<file path="src/rtl/alu_seq_pkg.sv">
// Shared types and constants for the dual-lane ALU sequencer/checker.
package alu_seq_pkg;

  typedef enum logic [1:0] {
    IDLE  = 2'd0,
    ISSUE = 2'd1,
    DRAIN = 2'd2,
    DONE  = 2'd3
  } seq_state_t;

  // Fibonacci taps 16,14,13,11 expressed as bit positions 15,13,12,10
  localparam logic [15:0] LFSR_TAPS     = 16'hB400;
  localparam logic [15:0] LFSR_SEED_DEF = 16'hACE1;

  // Vector layout {sel2,sel1,B1,A1,B0,A0}; the full concatenation is 20 bits
  localparam int VEC_W   = 20;
  localparam int OFS_A0  = 0;
  localparam int OFS_B0  = 4;
  localparam int OFS_A1  = 8;
  localparam int OFS_B1  = 12;
  localparam int OFS_SL1 = 16;
  localparam int OFS_SL2 = 18;

  typedef struct packed {
    logic [1:0] sel2;
    logic [1:0] sel1;
    logic [3:0] b1;
    logic [3:0] a1;
    logic [3:0] b0;
    logic [3:0] a0;
  } alu_vec_t;

  // One Fibonacci step: shift left, feedback is the parity of the tapped bits
  function automatic logic [15:0] lfsr_step(input logic [15:0] l);
    return {l[14:0], ^(l & LFSR_TAPS)};
  endfunction

endpackage

</file>
<file path="src/rtl/alu_seq_lfsr.sv">
// 16-bit vector-source LFSR: synchronous load of a seed, single-step advance.
module alu_seq_lfsr
  import alu_seq_pkg::*;
#(
  parameter logic [15:0] RST_VAL = LFSR_SEED_DEF
) (
  input  logic        clk,
  input  logic        rst,
  input  logic        load,
  input  logic        adv,
  input  logic [15:0] seed,
  output logic [15:0] state
);

  // Load wins over advance so a start never consumes the seed value
  always_ff @(posedge clk) begin
    if (rst)       state <= RST_VAL;
    else if (load) state <= seed;
    else if (adv)  state <= lfsr_step(state);
  end

endmodule

</file>
<file path="src/rtl/alu_lockstep_seq.sv">
// Vector sequencer and lane-compare checker for the dual 4-bit ALU block.
// Issues one LFSR-derived vector per cycle, tracks it through a pipe matched
// to the ALU latency and scores the returned x/y compare bits.
module alu_lockstep_seq
  import alu_seq_pkg::*;
#(
  parameter int          ALU_LAT  = 1,
  parameter int          CNT_W    = 16,
  parameter logic [15:0] SEED_DEF = LFSR_SEED_DEF
) (
  input  logic             wb_clk_i,
  input  logic             wb_rst_i,
  input  logic             start_i,
  input  logic [CNT_W-1:0] num_vec_i,
  input  logic [15:0]      seed_i,
  input  logic             lockstep_i,
  input  logic             inj_en_i,
  input  logic [CNT_W-1:0] inj_idx_i,
  output logic [3:0]       A0_o,
  output logic [3:0]       B0_o,
  output logic [3:0]       A1_o,
  output logic [3:0]       B1_o,
  output logic [1:0]       sel1_o,
  output logic [1:0]       sel2_o,
  input  logic [3:0]       x_i,
  input  logic             y_i,
  output logic             busy_o,
  output logic             done_o,
  output logic [CNT_W-1:0] err_cnt_o,
  output logic             fail_vld_o,
  output logic [CNT_W-1:0] fail_idx_o,
  output logic [VEC_W-1:0] fail_vec_o
);

  localparam int              DW    = (ALU_LAT > 1) ? $clog2(ALU_LAT) : 1;
  localparam logic [DW-1:0]   D_END = DW'(ALU_LAT - 1);
  localparam logic [CNT_W-1:0] ONE  = CNT_W'(1);

  seq_state_t       state, state_nxt;
  logic [CNT_W-1:0] idx_q, nv_q;
  logic [DW-1:0]    drain_cnt;
  logic [15:0]      lfsr_q;
  logic [15:0]      seed_eff;
  alu_vec_t         vec_cur, op_q;

  logic                        accept, issue, last_issue, drain_end;
  logic [ALU_LAT:0]            vld_pipe;
  logic [ALU_LAT:0][CNT_W-1:0] idx_pipe;
  alu_vec_t [ALU_LAT:0]        vec_pipe;
  logic                        mis;

  assign accept     = (state == IDLE) && start_i;
  assign issue      = (state == ISSUE);
  assign last_issue = issue && (idx_q == nv_q - ONE);
  assign drain_end  = (state == DRAIN) && (drain_cnt == D_END);
  assign seed_eff   = (seed_i == 16'h0000) ? SEED_DEF : seed_i;

  alu_seq_lfsr #(.RST_VAL(SEED_DEF)) u_lfsr (
    .clk   (wb_clk_i),
    .rst   (wb_rst_i),
    .load  (accept),
    .adv   (issue),
    .seed  (seed_eff),
    .state (lfsr_q)
  );

  // FSM state register
  always_ff @(posedge wb_clk_i) begin
    if (wb_rst_i) state <= IDLE;
    else          state <= state_nxt;
  end

  // FSM next-state: empty runs go straight to DONE; DRAIN covers the ALU latency
  always_comb begin
    state_nxt = state;
    unique case (state)
      IDLE:    if (start_i) state_nxt = (num_vec_i == '0) ? DONE : ISSUE;
      ISSUE:   if (last_issue) state_nxt = DRAIN;
      DRAIN:   if (drain_end) state_nxt = DONE;
      DONE:    state_nxt = IDLE;
      default: state_nxt = IDLE;
    endcase
  end

  // Vector index, latched run length and drain timer
  always_ff @(posedge wb_clk_i) begin
    if (wb_rst_i) begin
      idx_q     <= '0;
      nv_q      <= '0;
      drain_cnt <= '0;
    end else begin
      if (accept) begin
        idx_q <= '0;
        nv_q  <= num_vec_i;
      end else if (issue) begin
        idx_q <= idx_q + ONE;
      end
      drain_cnt <= (state == DRAIN) ? drain_cnt + DW'(1) : '0;
    end
  end

  // Busy spans accept..DONE; done is a registered pulse following DONE
  always_ff @(posedge wb_clk_i) begin
    if (wb_rst_i) begin
      busy_o <= 1'b0;
      done_o <= 1'b0;
    end else begin
      if (accept)              busy_o <= 1'b1;
      else if (state == DONE)  busy_o <= 1'b0;
      done_o <= (state == DONE);
    end
  end

  // Map the current LFSR word onto both lanes, with optional A1[0] fault
  always_comb begin
    vec_cur      = '0;
    vec_cur.a0   = lfsr_q[3:0];
    vec_cur.b0   = lfsr_q[7:4];
    vec_cur.sel1 = lfsr_q[9:8];
    if (lockstep_i) begin
      vec_cur.a1   = lfsr_q[3:0];
      vec_cur.b1   = lfsr_q[7:4];
      vec_cur.sel2 = lfsr_q[9:8];
    end else begin
      vec_cur.a1   = lfsr_q[13:10];
      vec_cur.b1   = {lfsr_q[1:0], lfsr_q[15:14]};
      vec_cur.sel2 = lfsr_q[11:10];
    end
    if (inj_en_i && (idx_q == inj_idx_i)) vec_cur.a1[0] = ~vec_cur.a1[0];
  end

  // Operand registers: update only on issue, hold otherwise
  always_ff @(posedge wb_clk_i) begin
    if (wb_rst_i)   op_q <= '0;
    else if (issue) op_q <= vec_cur;
  end

  assign A0_o   = op_q.a0;
  assign B0_o   = op_q.b0;
  assign A1_o   = op_q.a1;
  assign B1_o   = op_q.b1;
  assign sel1_o = op_q.sel1;
  assign sel2_o = op_q.sel2;

  // Stage 0 lines up with the operand registers; stage ALU_LAT with x_i/y_i
  always_ff @(posedge wb_clk_i) begin
    if (wb_rst_i) vld_pipe <= '0;
    else          vld_pipe <= {vld_pipe[ALU_LAT-1:0], issue};
  end

  // Payload of the pipe needs no reset; only the valid bits qualify it
  always_ff @(posedge wb_clk_i) begin
    idx_pipe[0] <= idx_q;
    vec_pipe[0] <= vec_cur;
    for (int i = 1; i <= ALU_LAT; i++) begin
      idx_pipe[i] <= idx_pipe[i-1];
      vec_pipe[i] <= vec_pipe[i-1];
    end
  end

  assign mis = vld_pipe[ALU_LAT] && ((|x_i) || y_i);

  // Score results: saturating error count and first-failure capture
  always_ff @(posedge wb_clk_i) begin
    if (wb_rst_i) begin
      err_cnt_o  <= '0;
      fail_vld_o <= 1'b0;
      fail_idx_o <= '0;
      fail_vec_o <= '0;
    end else if (accept) begin
      err_cnt_o  <= '0;
      fail_vld_o <= 1'b0;
      fail_idx_o <= '0;
      fail_vec_o <= '0;
    end else if (mis) begin
      if (err_cnt_o != '1) err_cnt_o <= err_cnt_o + ONE;
      if (!fail_vld_o) begin
        fail_vld_o <= 1'b1;
        fail_idx_o <= idx_pipe[ALU_LAT];
        fail_vec_o <= vec_pipe[ALU_LAT];
      end
    end
  end

endmodule

</file>
<file path="config.mk">
export PLATFORM = sky130hd
export DESIGN_NAME = alu_lockstep_seq
export DESIGN_NICKNAME = d
export VERILOG_FILES = /design/src/rtl/alu_seq_pkg.sv /design/src/rtl/alu_seq_lfsr.sv /design/src/rtl/alu_lockstep_seq.sv
export SDC_FILE = /design/constraint.sdc
export NUM_CORES = 1
export LEC_CHECK = 0
export ABC_AREA = 1
export CAP_MARGIN = 30
export CORE_MARGIN = 2
export CORE_UTILIZATION = 47
export CTS_CLUSTER_DIAMETER = 50
export DETAILED_ROUTE_END_ITERATION = 8
export PLACE_DENSITY_LB_ADDON = 0.1
export SYNTH_ARGS = -nofsm -noshare
export SYNTH_HDL_FRONTEND = slang
export SYNTH_SLANG_ARGS = --single-unit
</file>
<file path="constraint.sdc">
create_clock -name wb_clk_i -period 1.8 [get_ports wb_clk_i]
set_input_delay 0.36 -clock wb_clk_i [delete_from_list [all_inputs] [get_ports wb_clk_i]]
set_output_delay 0.36 -clock wb_clk_i [all_outputs]
set_load 0.01 [all_outputs]
</file>
Word-level counts from Yosys, hierarchy flattened
Index checks and enable logic that the tools add are counted.

storage, ports and cells
  register bits after elaboration = 200
  bits in latches = 0
  RAM bits = 0
  bits in read-only memories = 0
  bits of input ports = 58
  output and inout port bits = 75
  logic and storage cells = 80
  memories kept = 0

operators by class
  add/sub/neg operators = 4
  $mul = 0
  div/mod/pow operators = 0
  $lt $le $gt $ge = 0
  eq/ne operators = 9
  shifts and indexed selects = 0
  mux-type cells = 13
  bitwise gates (word level) = 4
  reductions and logical operators = 18

operator list
  operator                                                number
  2-to-1 mux 16 bit                                       3
  adder 16 x 1 -> 16 bit (second input constant)          2
  == test 16 bit                                          2
  zero test 16 bit                                        2
  inequality test 16 bit (second input constant)          1
  XOR reduction 16 bit                                    1
  subtractor 16 x 1 -> 16 bit (second input constant)     1
  2-to-1 mux 2 bit                                        5
  2-to-1 mux 8 bit                                        1
  case mux 2 bit (4 select lines)                         1
  logical AND 1 bit                                       5
  == test 2 bit (second input constant)                   2
  inequality test 2 bit (second input constant)           2
  inverter 1 bit                                          4
  AND reduction 2 bit                                     2
  nonzero test 2 bit                                      2
  OR reduction 2 bit                                      2
  OR reduction 4 bit                                      1
  2-to-1 mux 1 bit                                        3
  AND reduction 3 bit                                     1
  == test 2 x 1 -> 1 bit (second input constant)          1
  zero test 2 bit                                         1
  inequality test 2 x 1 -> 1 bit (second input constant)  1
  adder 1 bit (second input constant)                     1
  logical OR 1 bit                                        1

Longest topological paths before layout
Gate-level depths: netlist (run 1).

  depth in word-level cells = 5
  gate-level depth with buffers = 16
  depth with buffers taken out = 16

Hierarchy
From an unflattened synthesis (run 1), not the netlist that was laid out.

unflattened totals
  cell total of the unflattened synthesis = 997
  area, all modules = 7761.2 um^2

by module, submodules not included
  module            times used  cells an instance  area each (um^2)  sequential area each (um^2)
  alu_lockstep_seq  1           878                6971.7            3683.5
  alu_seq_lfsr      1           119                789.5             320.3

Worst setup path after synthesis (run 1)
OpenSTA, ideal clock, no wires.

  path kind = reg-to-reg
  start = register state[1]
  end = register idx_q[13]
  setup time = 120 ps
  arrival time = 1601 ps
  required time = 1680 ps
  path slack = 78 ps
  cell stages (with the launch flop) = 15
  path buffers = 1
  clock period less this slack = 1722 ps
  cells stage by stage = dfxtp_1 > inv_1 > ha_1 > buf_6 > nand2_1 > nor3_2 > nand2_1 > nor2_2 > inv_2 > nor2_2 > nand2_1 > nor2_2 > inv_1 > o21ai_1 > a21oi_1

between the ends
  elaborated cells between the ends (all ways) = 4
  classes of those cells = eq/ne (1); reduce/logical (3)

RTL lines
  what                    RTL line                source
  from (decl)             alu_lockstep_seq.sv:39  seq_state_t state, state_nxt;
  from (signal assigned)  alu_lockstep_seq.sv:70  else state <= state_nxt;
  == test 2 x 1 -> 1 bit  alu_lockstep_seq.sv:53  assign issue = (state == ISSUE);
  named net issue         alu_lockstep_seq.sv:46  logic accept, issue, last_issue, drain_end;
  to (signal assigned)    alu_lockstep_seq.sv:96  idx_q <= idx_q + ONE;
  to (decl)               alu_lockstep_seq.sv:40  logic [CNT_W-1:0] idx_q, nv_q;

The timed path passes the listed nets, and every way through them passes these cells.
A chain may end at the register's enable or synchronous reset.

Worst setup path in the final report (run 1)
  start = register nv_q[1]
  end = register state[0]

between the ends
  cells in the longest elaborated chain, start to end = 5

ends and longest elaborated chain
  what                                      RTL line                source
  from (decl)                               alu_lockstep_seq.sv:40
  from (signal assigned)                    alu_lockstep_seq.sv:94  nv_q <= num_vec_i;
  subtractor 16 x 1 -> 16 bit               alu_lockstep_seq.sv:54  assign last_issue = issue && (idx_q == nv_q - ONE);
  == test 16 bit                            alu_lockstep_seq.sv:54
  logical AND 1 bit                         alu_lockstep_seq.sv:54
  inequality test 2 x 1 -> 1 bit (no line)  n/a
  AND reduction 3 bit (no line)             n/a

No other way between the ends.

==> results of run 1 <==
worst max-delay path, delay by kind of cell, from the launching register on:
family	cells	cell delay, ns
buffers and inverters	2	0.13
adder cells (fa/ha/maj)	1	0.17
flip-flops	1	0.33
AND/OR/NAND/NOR	12	1.02
report_power, final:
group	leakage [nW]	internal [mW]	switching [mW]	total (mW)
sequential	1.64	5.23	0.539	5.77
clock	0.308	2.14	1.85	3.99
combinational	2.34	1.96	2.41	4.37
total	4.28	9.33	4.80	14.1
worst paths after layout:
kind | cells after the start | slack, ns | from | endpoint
worst max-delay path | 15 | 0.05 | nv_q[1] | state[0]
worst min-delay path | 0 | 0.33 | vec_pipe[7] | vec_pipe[27]
worst max register to register | 15 | 0.05 | nv_q[1] | state[0]
worst min register to register | 0 | 0.33 | vec_pipe[7] | vec_pipe[27]
logic make-up (layout without fill, tap and decap cells):
kind of cell	count (synthesis)	in the layout	synth area share, %
DFF	200	200	52.6
xor gates and xnor gates	32	32	3.68
buffers and inverters	133	338	6.72
and+or+nand+nor	401	401	23.0
adders and majority gates	8	8	1.31
AOI/OAI and AO/OA	177	177	12.7
per-layer routing:
layer  share of wire [%]  routed length (microns)
met2                  45                     8540
met4                 1.3                      251
met5                   0                        0
met3                 5.4                     1030
met1                  48                     9040
sequential cells by signal, summed over array words and instances (netlist names):
name	cells
vec_pipe	40
idx_pipe	32
fail_vec_o	20
err_cnt_o	16
fail_idx_o	16
idx_q	16
nv_q	16
u_lfsr.state	16
A0_o	4
A1_o	4
B0_o	4
B1_o	4
sel1_o	2
sel2_o	2
state	2
vld_pipe	2
busy_o	1
done_o	1
drain_cnt	1
fail_vld_o	1
cells in the mapped netlist, types with 2 or more instances:
master | number | area (sq um)
dfxtp_1 | 200 | 4000
clkbuf_2 | 2 | 10.0
nand3_1 | 58 | 290
inv_2 | 5 | 18.8
a211oi_1 | 3 | 22.5
nor2_2 | 6 | 37.5
nand2_2 | 4 | 25.0
a31oi_1 | 7 | 43.8
o21ai_1 | 3 | 15.0
o2111ai_1 | 5 | 43.8
nor2_1 | 95 | 357
nand4_1 | 9 | 56.3
o221ai_1 | 2 | 17.5
buf_1 | 4 | 15.0
nor3_1 | 12 | 60.1
buf_2 | 2 | 10.0
a21oi_1 | 87 | 435
inv_1 | 87 | 327
or2_2 | 3 | 18.8
nor2_4 | 2 | 22.5
ha_1 | 8 | 100
a221oi_1 | 2 | 17.5
xnor2_1 | 17 | 149
clkbuf_1 | 32 | 120
nor3_2 | 2 | 20.0
o21ai_0 | 58 | 290
nand3b_1 | 3 | 22.5
xor2_1 | 15 | 131
o31ai_1 | 2 | 15.0
nor4_1 | 7 | 43.8
nand2_1 | 196 | 736
per-stage QoR:
stage	hold WS [ns]	power [mW]	setup TNS (ns)
2_1_floorplan	0.310	8.10	0
4_1_cts	0.325	13.7	-0.0142
3_5_place_dp	0.312	9.75	-2.50
5_1_grt	0.325	14.9	-0.482
6_report	0.328	14.1	0
3_3_place_gp	0.310	9.67	-0.942
final cells by class:
type | count | area, sq um | share of cell area [%]
Clock inverter | 15 | 203 | 1.90
Inverter | 92 | 345 | 3.24
Multi-Input combinational cell | 618 | 3320 | 31.2
Clock buffer | 17 | 425 | 4.00
Timing Repair Buffer | 214 | 2050 | 19.3
Sequential cell | 200 | 4020 | 37.8
Tap cell | 216 | 270 | 2.54
what timing repair did:
item	4_1_cts	5_1_grt
hold buffers	0	0
gates resized for setup	7	72
pin swaps	2	27
setup buffers	0	8
setup endpoints to repair	13	66
==> results.md, run 1 <==
- Met1 global-route usage: a little under a third
- Crit path largest cell delay: ~0.33 ns
- DRT antenna net count: 0
- Die area: ~17000 sq um
- TritonCTS Buffers: 17
- Share of cells above drive strength 1: between 10% and 20%
- Inst Count DP: 1332
- Synth warn: 0
- CP max stage cell: dfxtp_2
- Crit Path Class: register to register
- CP endpoint kind: register
- Drt wl/cell: ~14 microns
- Leading cell type in the layout, fill and taps excluded: nand2_1
- Clock root cell: clkbuf_16
- Setup repair after global routing missed its margin: yes
- Final Instance Area: 10600 sq um
- Crit-path max FO: 5
- CP required: 2.13 ns
- Initial core utilization: 47.9%
- CTS Sinks: 200
- Post-layout min period: between 1.5 and 2 ns
- Vias per cell: just under 5
- Clock Skews: approximately 0.009 ns
- Max-cap violation count: 0
- H-tree depth: 4
- Post-synth top flop: dfxtp_1
- Post-route setup slack: roughly 0.045 ns
- Cell variety after synth: 44
- Die height: 131 microns
- Row count: 46
- Max_slew headroom: 69.6%
- Maximum vdd drop: 874 uV
- Largest net degree at the start of global routing: 39
- Mapped Cells: around 950
- Outcome: finished, final reports clean
- Port bufs: around 130
- Clock transition at path regs: about 0.07 ns
- Antenna diode count: 0
- Leakage: approximately 4.3 nW
- GP Congestion: around 0.9
- Clock Path Buffers: 2
- Post-Syn Area: around 7600 sq um
- Initial antenna violation count: 0
- Drt total wl: 18.9 mm
- EDFF count, synth: 0
- Critical path launch point type: register
- F_max: ~570 MHz
- Final setup viols: 0
- Crit share post-route: a little over nine tenths
- Most frequent cells in the layout: 189 x nand2_1, 184 x dfxtp_1, 130 x clkdlybuf4s50_1
- First-pass GRT wire length: between 30 and 40 mm
- Top Usage Layer GRT: met2
- Crit path DAT: about 2.1 ns
- Fin. Hold Viols: 0
- CTS tree: done
- Ys async rst share: 0%
- Nets: approximately 1.2k
- Grt ovf: 0
- DR DRC count: 0
- Worst-skew pair later-pin latency: roughly 0.43 ns
- Count of pins over their slew limit: 0
- Met2 Resource Use GR: 33.5%
- Post-DP Area: ~9700 sq um
- Met3 Use GR: under 10%
- Worst slew pin tran: approximately 0.46 ns
- Pre-CTS setup slack: -0.225 ns
- Die width: 131 microns
- Power density over the cells: about 1300 nW/um^2
- Total Routing Usage GR: a little over a fifth
- Core footprint: roughly 16000 sq um
- 1st-iter DRT viols: 461
- Post-synth net total: 1017
- Vias: 6798
- Register area share after synthesis: a little over half
- Top cell by count, worst path: nand2_1
- Number of global-route vias before repair: 6340
- Non-Filler Instances: roughly 1.4k
- Post-DP HPWL: between 10 and 15 mm
- TritonRoute pass-1 iters: 4
- Post-Syn Area per Cell: approximately 8 sq um
- FF+latch count, synth: 200
- Fillers: 1363
- Io pins: roughly 130
- Cell Chain, Critical Path: inv_2 > ha_4 > nand2_8 > nor2_4 > nand3_1 > nand2_1 > nand2_1 > inv_1 > nand2_1 > nor2_2 > nand2_1 > nand2_2 > nand3_2 > nand2_1 > nor2_1
- Area growth from synthesis to layout: 39.8%
- HP Class: register to register
- Util after Layout: between 60 and 70%
Note: power is estimated with default switching activity, not from simulation.
==> run 2, diff against run 1 <==
--- a/config.mk
+++ b/config.mk
@@ -8,7 +8,7 @@
 export ABC_AREA = 1
 export CAP_MARGIN = 30
 export CORE_MARGIN = 2
-export CORE_UTILIZATION = 47
+export CORE_UTILIZATION = 52
 export CTS_CLUSTER_DIAMETER = 50
 export DETAILED_ROUTE_END_ITERATION = 8
 export PLACE_DENSITY_LB_ADDON = 0.1
==> constraint.sdc (replaced) <==
create_clock -name wb_clk_i -period 1.7 [get_ports wb_clk_i]
set_input_delay 0.34 -clock wb_clk_i [delete_from_list [all_inputs] [get_ports wb_clk_i]]
set_output_delay 0.34 -clock wb_clk_i [all_outputs]
set_load 0.01 [all_outputs]
==> run 2 against run 1 <==
Effect of this change: the run now ends with negative setup slack left; global-route usage is 2.6 points higher; sequential cell count unchanged; final area up 2.5%; die area fell by 9.3%; cell count fell by 0.29%; total power increased by 6.7%; maximum frequency down 0.19%; non-clock buffer count is 28 higher; critical endpoint unchanged; largest cell class unchanged.
==> results.md, run 2 (synthesis results as in run 1) <==
- Max_slew headroom: 69.6% (about the same)
- Clock Skews: 0.0110 ns (was 0.00903 ns)
- Biggest regs: vec_pipe (40), idx_pipe (32), fail_vec_o (20) (unchanged)
- Net Sw Frac: 34.4% (was 34.0%)
- Worst path depth: 13 (was 15)
- Vias: 7037 (was 6798)
- Max-cap violation count: 0 (unchanged)
- Drt wl/cell: 14.1 microns (was 13.7 microns)
- Largest net degree at the start of global routing: 42 (was 39)
- CTS tree: done (unchanged)
- Setup crit start: nv_q[3] (was nv_q[1])
- Count of pins over their slew limit: 0 (unchanged)
- R2R Path Start: nv_q[3] (was nv_q[1])
- Cell Chain, Critical Path: nor2_2 > nand2_2 > inv_1 > nand2_1 > nand2_1 > nand3_1 > nand3_2 > nor3_4 > nand2_1 > nand2_2 > nand3_2 > nand2_2 > nor2_1 (was inv_2 > ha_4 > nand2_8 > nor2_4 > nand3_1 > nand2_1 > nand2_1 > inv_1 > nand2_1 > nor2_2 > nand2_1 > nand2_2 > nand3_2 > nand2_1 > nor2_1)
- Row count: 44 (was 46)
- Initial antenna violation count: 0 (unchanged)
- Flop-to-flop setup slack: -0.06 ns (was 0.05 ns)
- Maximum vdd drop: 890 uV (was 874 uV)
- Internal Power: 9.89 mW (was 9.33 mW)
- Leakage: 5.10 nW (was 4.28 nW)
- H-tree depth: 4 (unchanged)
- Register with the most flip-flops: vec_pipe (unchanged)
- Vias per cell: 5.14 (was 4.95)
- Power density over the cells: 1380 nW/um^2 (was 1330 nW/um^2)
- Part of the power in registers: 40.3% (was 40.8%)
- Number of global-route vias before repair: 6493 (was 6340)
- Post-route setup slack: -0.0581 ns (was 0.0453 ns)
- Comb power frac: 32.2% (was 30.9%)
- Clock root cell: clkbuf_16 (unchanged)
- Die area: 15600 sq um (was 17200 sq um)
- Critical path launch point type: register (unchanged)
- 1st-iter DRT viols: 537 (was 461)
- Die height: 125 microns (was 131 microns)
- Pre-CTS setup slack: -0.313 ns (was -0.225 ns)
- HP Class: register to register (unchanged)
- Io pins: 133 (unchanged)
- Clock power frac: 27.5% (was 28.2%)
- Leading cell type in the layout, fill and taps excluded: nand2_1 (unchanged)
- CP endpoint kind: register (unchanged)
- Outcome: finished with violations (was finished, final reports clean)
- Crit share post-route: 103% (was 97.5%)
- Core footprint: 14400 sq um (was 15900 sq um)
- GP Congestion: 0.907 (was 0.909)
- Crit path largest cell delay: 0.45 ns (was 0.33 ns)
- Port bufs: 132 (unchanged)
- CP max stage cell: dfxtp_1 (was dfxtp_2)
- Antenna diode count: 0 (unchanged)
- Worst-skew pair later-pin latency: 0.44 ns (was 0.43 ns)
- Buf/Inv on CP: 1 (was 2)
- Final setup viols: 3 (was 0)
- CP endpoint: state[0] (unchanged)
- Fin. Hold Viols: 0 (unchanged)
- Post-layout min period: 1.76 ns (was 1.75 ns)
- Clock transition at path regs: 0.08 ns (was 0.07 ns)
- Failing checks: negative setup slack
- CP required: 2.03 ns (was 2.13 ns)
- Util after Layout: 75.7% (was 67.0%)
- Post-DP HPWL: 13.2 mm (was 13.5 mm)
- F_max: 569 MHz (was 570 MHz)
- Delay-heaviest family, CP: simple AND/OR/NAND/NOR gates (unchanged)
- TritonRoute pass-1 iters: 5 (was 4)
- DR DRC count: 0 (unchanged)
- Fillers: 1086 (was 1363)
- Clock Path Buffers: 2 (unchanged)
- Share of cells above drive strength 1: 19.4% (was 17.2%)
- CTS Sinks: 200 (unchanged)
- Setup repair after global routing missed its margin: yes (unchanged)
- Crit path DAT: 2.09 ns (was 2.08 ns)
- First-pass GRT wire length: 31.0 mm (was 30.5 mm)
- Area growth from synthesis to layout: 43.3% (was 39.8%)
- Max reg flops: 40 (unchanged)
- Crit Path Class: register to register (unchanged)
- Total Routing Usage GR: 24.2% (was 21.6%)
- Die width: 125 microns (was 131 microns)
- Most frequent cells in the layout: 188 x nand2_1, 186 x dfxtp_1, 98 x buf_4 (was 189 x nand2_1, 184 x dfxtp_1, 130 x clkdlybuf4s50_1)
- Worst flop-to-flop path endpoint: state[0] (unchanged)
- Drt total wl: 19.3 mm (was 18.9 mm)
- Initial core utilization: 52.8% (was 47.9%)
- Worst slew pin tran: 0.456 ns (about the same)
- Worst R2R Path Depth: 13 (was 15)
- TritonCTS Buffers: 17 (unchanged)
- DRT antenna net count: 0 (unchanged)
- Crit-path max FO: 4 (was 5)
- Switch Pwr: 5.19 mW (was 4.80 mW)
- Grt ovf: 0 (unchanged)
- Nets: 1237 (was 1209)
==> run 2: metal layers <==
layer	wire (microns)	share of wire, %	track usage (%)	vias to the layer above
met1	9070	47	33.2	3233
met5	0	0	0	-
met3	1030	5.4	5.09	29
li1	-	-	-	3546
met4	356	1.8	8.76	0
met2	8840	46	38.0	229
==> run 2: power by group through the flow <==
stage / sequential [mW] / combinational [mW] / clock [mW]
5_1_grt: 6.17 / 5.39 / 4.38
3_5_place_dp: 6.12 / 4.23 / 0
4_1_cts: 6.04 / 4.57 / 4.18
2_1_floorplan: 6.07 / 2.50 / 0
6_report: 6.07 / 4.86 / 4.14
3_3_place_gp: 6.11 / 4.16 / 0
==> run 2: timing repair <==
action | CTS | global route
gates resized for setup | 56 | 86
pin swaps | 16 | 17
endpoints found under the setup margin | 71 | 97
hold buffers | 0 | 0
setup buffers | 4 | 8
gates cloned | 2 | 1
==> run 2: layout make-up <==
| cell class | instances | area, sq um | share of cell area, % |
|---|---|---|---|
| clock inverters | 15 | 203 | 1.86 |
| multi-input cells | 618 | 3340 | 30.6 |
| inverters | 92 | 353 | 3.23 |
| well taps | 184 | 230 | 2.11 |
| flip-flops and latches | 200 | 4020 | 36.9 |
| clock buffers | 17 | 425 | 3.90 |
| repair buffers | 242 | 2340 | 21.4 |
==> run 2: how the worst min path moves through the flow <==
stage / startpoint / end / depth (start not counted)
floorplan: idx_pipe[0] / idx_pipe[16] / 0
global placement: vec_pipe[18] / vec_pipe[38] / 0
detailed placement: idx_pipe[4] / idx_pipe[20] / 0
CTS: vec_pipe[4] / vec_pipe[24] / 0
global route: vec_pipe[12] / vec_pipe[32] / 0
finish: vec_pipe[4] / vec_pipe[24] / 0
==> run 2: metrics by stage <==
step	power (mW)	TNS (ns)	hold slack (ns)	instance area (sq um)	cells
global route	15.9	-0.822	0.333	10900	1368
detailed placement	10.4	-10.62	0.312	9760	1321
floorplan	8.58	0	0.310	7610	951
global placement	10.3	-7.15	0.310	9760	1321
finish	15.1	-0.114	0.326	10900	1368
CTS	14.8	-0.00815	0.324	10600	1359
